`src/rtl/conv33_tap_seq.sv`:
```
// rtl/conv33_tap_seq.sv - 3x3 convolution tap sequencer with one shared multiplier
// Nine kernel weights and one captured window; one tap is multiply-accumulated per RUN cycle.
module conv33_tap_seq #(
    parameter int DW = 6,
    parameter int OW = 18
) (
    input  logic            clk,
    input  logic            rst,
    input  logic            k_wr_en,
    input  logic [3:0]      k_wr_addr,
    input  logic [DW-1:0]   k_wr_data,
    output logic            k_wr_drop,
    input  logic            in_valid,
    output logic            in_ready,
    input  logic [9*DW-1:0] in_data,
    output logic            out_valid,
    input  logic            out_ready,
    output logic [OW-1:0]   out_data,
    output logic            busy
);

    typedef enum logic [1:0] {IDLE, RUN, DONE} state_t;

    state_t          state, state_nxt;
    logic [DW-1:0]   win  [9];
    logic [DW-1:0]   kern [9];
    logic [OW-1:0]   acc;
    logic [3:0]      tap;
    logic [DW-1:0]   win_sel;
    logic [DW-1:0]   kern_sel;
    logic [2*DW-1:0] prod;
    logic            accept;
    logic            k_addr_ok;
    logic            k_wr_ok;
    logic            k_wr_bad;

    assign accept    = (state == IDLE) && in_valid;
    assign k_addr_ok = (k_wr_addr <= 4'd8);
    // Weights are frozen only while a window is being accumulated.
    assign k_wr_ok   = k_wr_en && k_addr_ok && (state != RUN);
    assign k_wr_bad  = k_wr_en && !(k_addr_ok && (state != RUN));

    assign in_ready  = (state == IDLE);
    assign out_valid = (state == DONE);
    assign busy      = (state != IDLE);
    assign out_data  = acc;

    always_comb begin
        win_sel  = '0;
        kern_sel = '0;
        for (int i = 0; i < 9; i++) begin
            if (tap == 4'(i)) begin
                win_sel  = win[i];
                kern_sel = kern[i];
            end
        end
    end

    assign prod = {{DW{1'b0}}, win_sel} * {{DW{1'b0}}, kern_sel};

    always_comb begin
        state_nxt = state;
        case (state)
            IDLE:    if (in_valid)      state_nxt = RUN;
            RUN:     if (tap == 4'd8)   state_nxt = DONE;
            DONE:    if (out_ready)     state_nxt = IDLE;
            default:                    state_nxt = IDLE;
        endcase
    end

    always_ff @(posedge clk) begin
        if (rst) begin
            state     <= IDLE;
            acc       <= '0;
            tap       <= '0;
            k_wr_drop <= 1'b0;
            for (int i = 0; i < 9; i++) begin
                win[i]  <= '0;
                kern[i] <= '0;
            end
        end else begin
            state     <= state_nxt;
            k_wr_drop <= k_wr_bad;
            if (k_wr_ok) begin
                for (int i = 0; i < 9; i++) begin
                    if (k_wr_addr == 4'(i)) kern[i] <= k_wr_data;
                end
            end
            if (accept) begin
                for (int i = 0; i < 9; i++) begin
                    win[i] <= in_data[DW*i +: DW];
                end
                acc <= '0;
                tap <= '0;
            end else if (state == RUN) begin
                // OW >= 2*DW+4 leaves headroom for nine full-scale products.
                acc <= acc + {{(OW-2*DW){1'b0}}, prod};
                tap <= tap + 4'd1;
            end
        end
    end

endmodule

```
`config.mk`:
```
export PLATFORM = sky130hd
export DESIGN_NAME = conv33_tap_seq
export DESIGN_NICKNAME = d
export VERILOG_FILES = /design/src/rtl/conv33_tap_seq.sv
export SDC_FILE = /design/constraint.sdc
export NUM_CORES = 1
export LEC_CHECK = 0
export ABC_AREA = 1
export CAP_MARGIN = 20
export CORE_MARGIN = 3
export CORE_UTILIZATION = 50
export DETAILED_ROUTE_END_ITERATION = 10
export PLACE_DENSITY = 0.83
export SYNTH_ARGS = -nofsm -noshare
export SYNTH_HDL_FRONTEND = slang
export SYNTH_SLANG_ARGS = --single-unit
```
`constraint.sdc`:
```
create_clock -name clk -period 5.7 [get_ports clk]
set_input_delay 1.14 -clock clk [delete_from_list [all_inputs] [get_ports clk]]
set_output_delay 1.14 -clock clk [all_outputs]
set_load 0.005 [all_outputs]
```
==> key figures, run 1 <==
Power
  – Tot Pwr: 2780 uW
  – Pwr Density: about 280 nW/um2
  – Leak pwr: 0.00477 uW
  – VDD IR-drop max: 0.232 mV

Timing
  – Worst-Margin Slew: between 1 and 1.5 ns
  – Post-route worst setup slack: 0.307 ns
  – Final period utilization: 0.946
  – Setup violators final: 0
  – FMAX: 0.185 GHz
  – Slew headroom: 0.317
  – Fin. max-slew vios: 0
  – Final Hold Fails: 0
  – Worst clock skew: roughly 0.0083 ns
  – RSZ-0062 raised after global routing: true
  – Post-route minimum period: around 5.4 ns

Route
  – Initial DRT Pass Iterations: 5
  – Detail-routed via count per cell: approximately 5.0
  – Detailed-route via count: 6607
  – DR iter-0 viols: a little over 800
  – Drt drc: 0
  – DR WL/cell: approximately 14 um
  – Antenna viol nets, final: 0
  – Detailed Route WL: 18900 um

Logic synthesis
  – Synth async-reset ratio: 0
  – Unique masters post-synth: between 40 and 50
  – Syn Area/Cell: slightly above 8 um2
  – Synth Cell Area: 8190 um2
  – Seq/Total Area, Yosys: 0.457
  – Cell count after synthesis: around 1000
  – Number of flops mapped to enable cells by yosys: between 100 and 150
  – Yosys reg bits: roughly 130
  – Top FF cell, synth: edfxtp_1
  – Syn. warnings: 0
  – Syn nets: 1125

Final layout
  – Final Net Count: roughly 1200
  – # fillers: about 1300
  – Core Util, Final: 0.623
  – Most frequent cells in the layout: 214 x inv_1, 205 x nand2_1, 152 x nor2_1
  – Post-route cell area: between 9000 and 10000 um2
  – Final cell count without fillers: 1318
  – Most common cell after layout, fill and taps aside: inv_1
  – Area delta synth->final: 21.2%
  – N_diodes: 0
  – Share of layout cells above drive strength 1: 0.0789

Clock network
  – Worst skew pair latency: between 0.4 and 0.5 ns
  – CTS clk-pin slew, worst paths: approximately 0.060 ns
  – Clock buffer depth: 2
  – H-tree depth: 4
  – Number of hold buffers added after cts: 0
  – Clock sink count: 133
  – CTS root buf: clkbuf_16
  – TritonCTS buffer count: 17
  – CTS tree: yes

Placement
  – Placed cell areas: a little over 9000 um2
  – DP HPWL: between 10000 and 15000 um
  – Port Buffers: 90
  – Placed Instances: roughly 1300
  – Pre-CTS setup slack: 0.218 ns
  – Gpl congestion: between 0.9 and 1

Setup path
  – Data required time of the worst path: approximately 6.1 ns
  – CP Launch Type: flop
  – Crit end category: flop
  – Crit path kind: reg -> reg
  – Critical Path AT: between 5 and 6 ns
  – Worst-path maximum fanout: 12

Global routing
  – First-pass GRT wire length: just over 30000 um
  – GRT Total Usage: 0.215
  – Vias in the first global route: ~6200
  – Total grt overflow: 0
  – Pin count of the biggest net entering global routing: 68
  – Antenna violations before repair: 0

Hold path
  – Worst min-delay path category: reg -> reg

Floorplan
  – Die Y: around 130 um
  – Core Area: 15900 um2
  – Die area: 18000 um2
  – Cell Rows: 46
  – Die W: between 100 and 150 um
  – Starting Density: 0.514
  – Ports: slightly above 90

Status
  – Status: completed

Run
  – # Max-Cap Violations: 0
[Yosys cell counts, drive strengths merged, types with 3 or more instances]
master  instances  area (um2)
a21oi          35         209
nor2          156         601
edfxtp        108        3240
inv           219         822
nand3b         13        97.6
buf            20         145
clkbuf         13        52.6
nand3          71         360
fa             26         521
xor2            7        61.3
nand2         218         851
o21ai          29         145
dfxtp          25         500
nor3            5        25.0
a21o            3        22.5
ha             33         413
[through the flow]
stage	setup TNS [ns]	hold slack (ns)
2_1_floorplan	0	0.479
3_3_place_gp	0	0.483
3_5_place_dp	0	0.488
4_1_cts	0	0.496
5_1_grt	-0.0650	0.531
6_report	0	0.491
[layout make-up]
type	count	area, um2	area share
inverters	219	822	0.0828
clock inverters	13	125	0.0126
repair buffers	106	1040	0.105
clock buffers	19	443	0.0446
flip-flops and latches	133	3740	0.377
well taps	216	270	0.0272
multi-input cells	612	3490	0.351
[critical path, stage by stage, from the launching register on]
cell and delay, ns:
dfxtp_1 0.38, inv_1 0.09, ha_1 0.25, buf_4 0.19, nand2_8 0.11, nand3_1 0.10
nand2_1 0.09, nand3_1 0.09, nand2_1 0.07, nand2_1 0.05, nand2_1 0.11, nand2_1 0.08
nand2_2 0.12, nor2_1 0.08, fa_1 0.50, fa_1 0.52, fa_1 0.55, inv_1 0.05
fa_1 0.50, inv_1 0.07, ha_4 0.29, inv_1 0.06, o21ai_1 0.19, a21oi_2 0.10
o211ai_2 0.33, buf_4 0.17, a21oi_1 0.05, nor2_1 0.10
[routing by layer]
| layer | up-vias | share of wire | track usage |
|---|---|---|---|
| met5 | - | 0 | 0 |
| met3 | 39 | 0.075 | 0.0416 |
| met4 | 0 | 0.023 | 0.0789 |
| li1 | 3270 | - | - |
| met2 | 285 | 0.46 | 0.330 |
| met1 | 3013 | 0.44 | 0.304 |
[state kept, by name, summed over array words and instances, names as in the netlist]
signal	count
kern	54
win	54
out_data	18
tap	4
state	2
k_wr_drop	1
[report_power, final]
| part | internal (uW) | switching [uW] | total [uW] |
|---|---|---|---|
| clock network | 618 | 434 | 1050 |
| logic | 229 | 349 | 577 |
| registers | 1130 | 26.5 | 1150 |
| total | 1970 | 809 | 2780 |
[timing repair]
item	CTS	global route
resized for setup	0	16
setup endpoints to repair	0	10
setup buffers	0	1
[kinds of logic (layout without fill, tap and decap cells)]
| family | after synthesis | after routing | share of synthesized area |
|---|---|---|---|
| buffers and inverters | 252 | 357 | 0.124 |
| adder cells (fa/ha/maj) | 59 | 59 | 0.114 |
| AND/OR/NAND/NOR | 466 | 466 | 0.238 |
| XOR/XNOR | 8 | 8 | 0.00855 |
| AO/OA/AOI/OAI | 79 | 79 | 0.0577 |
| flip-flops | 133 | 133 | 0.457 |
[worst paths after layout]
kind	from	to	slack, ns	depth (start not counted)
max	tap[0]	out_data[13]	0.31	27
max reg2reg	tap[0]	out_data[13]	0.31	27
min	out_data[1]	out_data[1]	0.49	2
min reg2reg	out_data[1]	out_data[1]	0.49	2
No activity file was read; power rests on OpenSTA's default activity.
==> run 2, diff against run 1 <==
CTS_CLUSTER_DIAMETER = 120   (was default)
==> results of run 2 <==
Final layout, timing and power as in run 1 (identical DEF).
